[src/rtl/mux16_arbiter.sv]
// Two-requester round-robin arbiter in front of a Mux16 datapath.
// The grant is held for one packet, or until the burst limit is reached.
// The selected word is registered into a one-deep output buffer that uses
// valid/ready handshaking.
module mux16_arbiter #(
  parameter int MAX_BURST = 4
) (
  input  logic        clk,
  input  logic        rst,
  input  logic [15:0] in0_data,
  input  logic        in0_valid,
  input  logic        in0_last,
  output logic        in0_ready,
  input  logic [15:0] in1_data,
  input  logic        in1_valid,
  input  logic        in1_last,
  output logic        in1_ready,
  output logic [15:0] out_data,
  output logic        out_valid,
  output logic        out_last,
  input  logic        out_ready,
  output logic        sel,
  output logic        busy
);

  localparam logic [1:0] IDLE  = 2'd0;
  localparam logic [1:0] LOCK0 = 2'd1;
  localparam logic [1:0] LOCK1 = 2'd2;
  localparam logic [3:0] CNT_END = 4'(MAX_BURST - 1);

  logic [1:0]  state_q, state_d;
  logic        prio_q, prio_d;
  logic [3:0]  cnt_q, cnt_d;
  logic        sel_q, sel_d;
  logic [15:0] out_data_q, out_data_d;
  logic        out_valid_q, out_valid_d;
  logic        out_last_q, out_last_d;

  logic [15:0] mux_y;
  logic        drain_ok, xfer, cur_last, rel_grant;

  // The registered select drives the shared datapath, so it always matches the lock state.
  mux16 u_mux (
    .sel (sel_q),
    .a   (in0_data),
    .b   (in1_data),
    .y   (mux_y)
  );

  // The buffer can take a new word when it is empty or is being drained this cycle.
  always_comb begin
    drain_ok  = !out_valid_q || out_ready;
    in0_ready = (state_q == LOCK0) && drain_ok;
    in1_ready = (state_q == LOCK1) && drain_ok;
    xfer      = (in0_valid && in0_ready) || (in1_valid && in1_ready);
    cur_last  = sel_q ? in1_last : in0_last;
    // A grant ends on the packet's last beat, or is forced to end at the burst limit.
    rel_grant = xfer && (cur_last || (cnt_q == CNT_END));
  end

  // Arbitration, beat counting and output buffer next state.
  always_comb begin
    state_d     = state_q;
    prio_d      = prio_q;
    cnt_d       = cnt_q;
    out_data_d  = out_data_q;
    out_valid_d = out_valid_q;
    out_last_d  = out_last_q;

    if (xfer) begin
      out_data_d  = mux_y;
      out_valid_d = 1'b1;
      out_last_d  = rel_grant;
      cnt_d       = cnt_q + 4'd1;
    end else if (out_valid_q && out_ready) begin
      out_valid_d = 1'b0;
    end

    case (state_q)
      IDLE: begin
        if (in0_valid && in1_valid) state_d = prio_q ? LOCK1 : LOCK0;
        else if (in0_valid)         state_d = LOCK0;
        else if (in1_valid)         state_d = LOCK1;
      end
      LOCK0, LOCK1: begin
        if (rel_grant) begin
          state_d = IDLE;
          cnt_d   = 4'd0;
          prio_d  = (state_q == LOCK0);
        end
      end
      default: state_d = IDLE;
    endcase

    // The select follows the lock state and keeps its last value while idle.
    if (state_d == LOCK0)      sel_d = 1'b0;
    else if (state_d == LOCK1) sel_d = 1'b1;
    else                       sel_d = sel_q;
  end

  // State registers; a synchronous reset also drops any buffered word.
  always_ff @(posedge clk) begin
    if (rst) begin
      state_q     <= IDLE;
      prio_q      <= 1'b0;
      cnt_q       <= 4'd0;
      sel_q       <= 1'b0;
      out_data_q  <= 16'h0000;
      out_valid_q <= 1'b0;
      out_last_q  <= 1'b0;
    end else begin
      state_q     <= state_d;
      prio_q      <= prio_d;
      cnt_q       <= cnt_d;
      sel_q       <= sel_d;
      out_data_q  <= out_data_d;
      out_valid_q <= out_valid_d;
      out_last_q  <= out_last_d;
    end
  end

  assign out_data  = out_data_q;
  assign out_valid = out_valid_q;
  assign out_last  = out_last_q;
  assign sel       = sel_q;
  assign busy      = (state_q != IDLE);

endmodule

// 16-bit two-input word multiplexer (0 = a, 1 = b).
module mux16 (
  input  logic        sel,
  input  logic [15:0] a,
  input  logic [15:0] b,
  output logic [15:0] y
);
  assign y = sel ? b : a;
endmodule

[config.mk]
export PLATFORM = sky130hd
export DESIGN_NAME = mux16_arbiter
export DESIGN_NICKNAME = d
export VERILOG_FILES = /design/src/rtl/mux16_arbiter.sv
export SDC_FILE = /design/constraint.sdc
export NUM_CORES = 1
export LEC_CHECK = 0
export ABC_AREA = 1
export CAP_MARGIN = 20
export CORE_MARGIN = 2
export CORE_UTILIZATION = 51
export DETAILED_ROUTE_END_ITERATION = 8
export DONT_BUFFER_PORTS = 1
export PLACE_DENSITY = 0.78
export SLEW_MARGIN = 20
export SYNTH_ARGS = -nofsm -noshare
export SYNTH_HDL_FRONTEND = slang
export SYNTH_HIERARCHICAL = 1
export SYNTH_SLANG_ARGS = --single-unit
[constraint.sdc]
create_clock -name clk -period 4.4 [get_ports clk]
set_clock_uncertainty 0.15 [all_clocks]
set_input_delay 0.66 -clock clk [delete_from_list [all_inputs] [get_ports clk]]
set_output_delay 0.66 -clock clk [all_outputs]
set_load 0.1 [all_outputs]
==> metrics.txt <==
status=finished, final reports clean; layout cells sized above 1=10.50%; worst hold stages=1; largest net degree at the start of global routing=25; Worst Tran Pin Value=1.052 ns; multiplexer area fraction after synthesis=0%; instance count on the critical path=3; Die Ht=56.07 µm; initial DRC count=52; dpl hpwl=1.924 mm; die area=3143 µm²; Seq cells post-synth=26; minimum clock period=2.974 ns; CTS resizes=0; startpoint types=flip-flop; CP Data Required Time=3.59 ns; CTS sink cnt=26; Initial Util=54.81%; Via density=5.200; DP Cell Count=226; Setup violations, final=0; vias in the first global route=1063; first-pass GRT wire length=4.623 mm; leak pwr=0.6967 nW; Crit path max-delay family=simple AND/OR/NAND/NOR gates; CP peak stage delay=0.80 ns; n_diodes=0; Syn Std Cell Area=1383 µm²; fin crit share=67.60%; remaining global-route overflow=0; VDD IR max=0.3101 mV; Cells after Synth=204; CP endpoint kind=output port; MaxCap Viol Count=0; cts hold-fix bufs=0; largest family of logic cells by synthesized area=simple AND/OR/NAND/NOR gates; clk_lat worst skew=0.31 ns; Clock transition at path regs=0.13 ns; GRT Resource Usage Total=18.28%; Layout area overhead=0.4523%; root buffer cell=clkbuf_4; Power Density=468.6 nW/µm²; Critical Path, Cell by Cell=nand2_2 -> inv_1 -> nor2_2; routability cong.=0.7461; core box area=2522 µm²; syn avg cell area=6.777 µm²; Compound-Gate Fraction of Synth Area=8.869%; post-CTS setup buffer count=0; # rows=18; detailed-route via count=1196; post-synthesis adder-cell area fraction=4.525%; CTS max path bufs=2; final net count=245; Syn. warnings=6; I/O Buffers=0; initial antenna violation count=0; DRT Pass-1 Iters=4; RSZ-0062 raised after global routing=no; Crit Path Max Fanout=3; Post-Synth Simple-Gate Area=37.10%; Slew HR=29.81%; Setup Total Neg Slack=0 ns; antenna viol nets, final=0; worst hold path type=in2reg; f_max=336.2 MHz; worst path buffer plus inverter count=1; Arr. time, crit path=2.16 ns; Netlist cell types=24; Reg2Reg Setup Slack=2.16 ns; wirelength, routed=2.719 mm; Syn Nets=248; R2R depth=10; Post-Layout Cell Count=230; Die Wd=56.07 µm; CTS tree=yes; Slew Limit Fails=0; num ports=61; CTS H-tree lvls=1; Critical-path top delay cell=nor2_2; Post-route DRC=0; Post-Synth XOR/XNOR Area=1.267%; kind of critical path=reg2out; wire length per cell=11.82 µm; Num CTS Buffers=3; sequential area share after synthesis=37.65%; final hold vios=0
## Yosys cell counts
library cell,n,share of area (%)
buf_12,1,1.4
inv_6,1,0.63
buf_1,2,0.54
o21ai_0,20,7.2
or2_0,1,0.45
inv_2,1,0.27
nand3_1,2,0.72
inv_1,16,4.3
a21oi_1,3,1.1
buf_2,1,0.36
xnor2_1,1,0.63
buf_6,3,2.4
nand2_2,7,3.2
a21boi_0,1,0.54
ha_1,5,4.5
nand4_2,1,0.90
buf_4,1,0.54
nand2_4,1,0.81
xor2_1,1,0.63
dfxtp_1,26,38
nor2_1,46,12
nor3_1,1,0.36
nand2_1,59,16
nand3_2,3,2.2
## worst reg2reg max path, cell delays in order (launching register included)
cell and delay (ns):
dfxtp_1 1.00, nand2_2 0.18, nand3_2 0.13, nand2_4 0.16, nand2_2 0.14, nand2_1 0.05, nand2_1 0.07, nand2_1 0.06
nor2_1 0.08, nor2_1 0.05, nor2_1 0.11
## logic make-up (layout without fill, tap and decap cells)
group	after synthesis	count (layout)
AO/OA/AOI/OAI	24	24
XOR/XNOR	2	2
adder cells (fa/ha/maj)	5	5
buffers and inverters	26	22
flip-flops	26	26
AND/OR/NAND/NOR	121	121
## worst paths after layout
path	end	startpoint
worst max register to register	sel$_SDFFE_PP0N_	out_valid$_SDFFE_PP0P_
worst min-delay path	state_q[1]$_SDFF_PP0_	rst
worst min register to register	prio_q$_SDFFE_PP0P_	prio_q$_SDFFE_PP0P_
worst max-delay path	in0_ready	out_valid$_SDFFE_PP0P_
## sequential cells by signal, indices dropped and copies added, names as in the netlist
register and flops:
state_q 2, sel 1, out_data 16, out_valid 1, prio_q 1, out_last 1
cnt_q 4
## final cells by class
class | instances | area [µm²]
Fill cell | 259 | 1134
Tap cell | 30 | 37.54
Inverter | 18 | 72.57
Clock buffer | 4 | 36.28
Multi-Input combinational cell | 152 | 720.7
Sequential cell | 26 | 521.8
## layer usage
layer	up-vias	track usage (%)	wire [µm]
li1	618	-	-
met1	531	23.44	1259
met2	45	30.25	1206
met3	2	6.047	233
met4	0	3.061	19
met5	-	0	0
## power by group
group / total, W / internal (W) / switching, W
Clock: 0.000118 / 0.0000506 / 0.0000674
Sequential: 0.000413 / 0.000258 / 0.000155
Combinational: 0.000120 / 0.0000338 / 0.0000861
## layout by cell type, fill, tap and decap left out, drive strengths merged
master	Yosys	routed
nand4	1	1
clkbuf	0	4
xor2	1	1
ha	5	5
a21oi	3	3
or2	1	1
a21boi	1	1
xnor2	1	1
dfxtp	26	26
o21ai	20	20
nor3	1	1
nor2	46	46
nand3	5	5
nand2	67	67
inv	18	18
## through the flow
stage | cell area, µm² | worst slack, ns | utilization [%] | hold WS, ns | power, W
3_3_place_gp | 1353 | 1.799 | 53.62 | 0.2865 | 0.0005364
3_5_place_dp | 1353 | 1.792 | 53.62 | 0.3049 | 0.0005392
5_1_grt | 1389 | 1.347 | 55.06 | 0.2216 | 0.0006841
4_1_cts | 1389 | 1.413 | 55.06 | 0.2325 | 0.0006556
2_1_floorplan | 1383 | 1.382 | - | 0.2710 | 0.0005270
6_report | 1389 | 1.426 | 55.06 | 0.2402 | 0.0006509
Power figures use the tool's default switching activity.
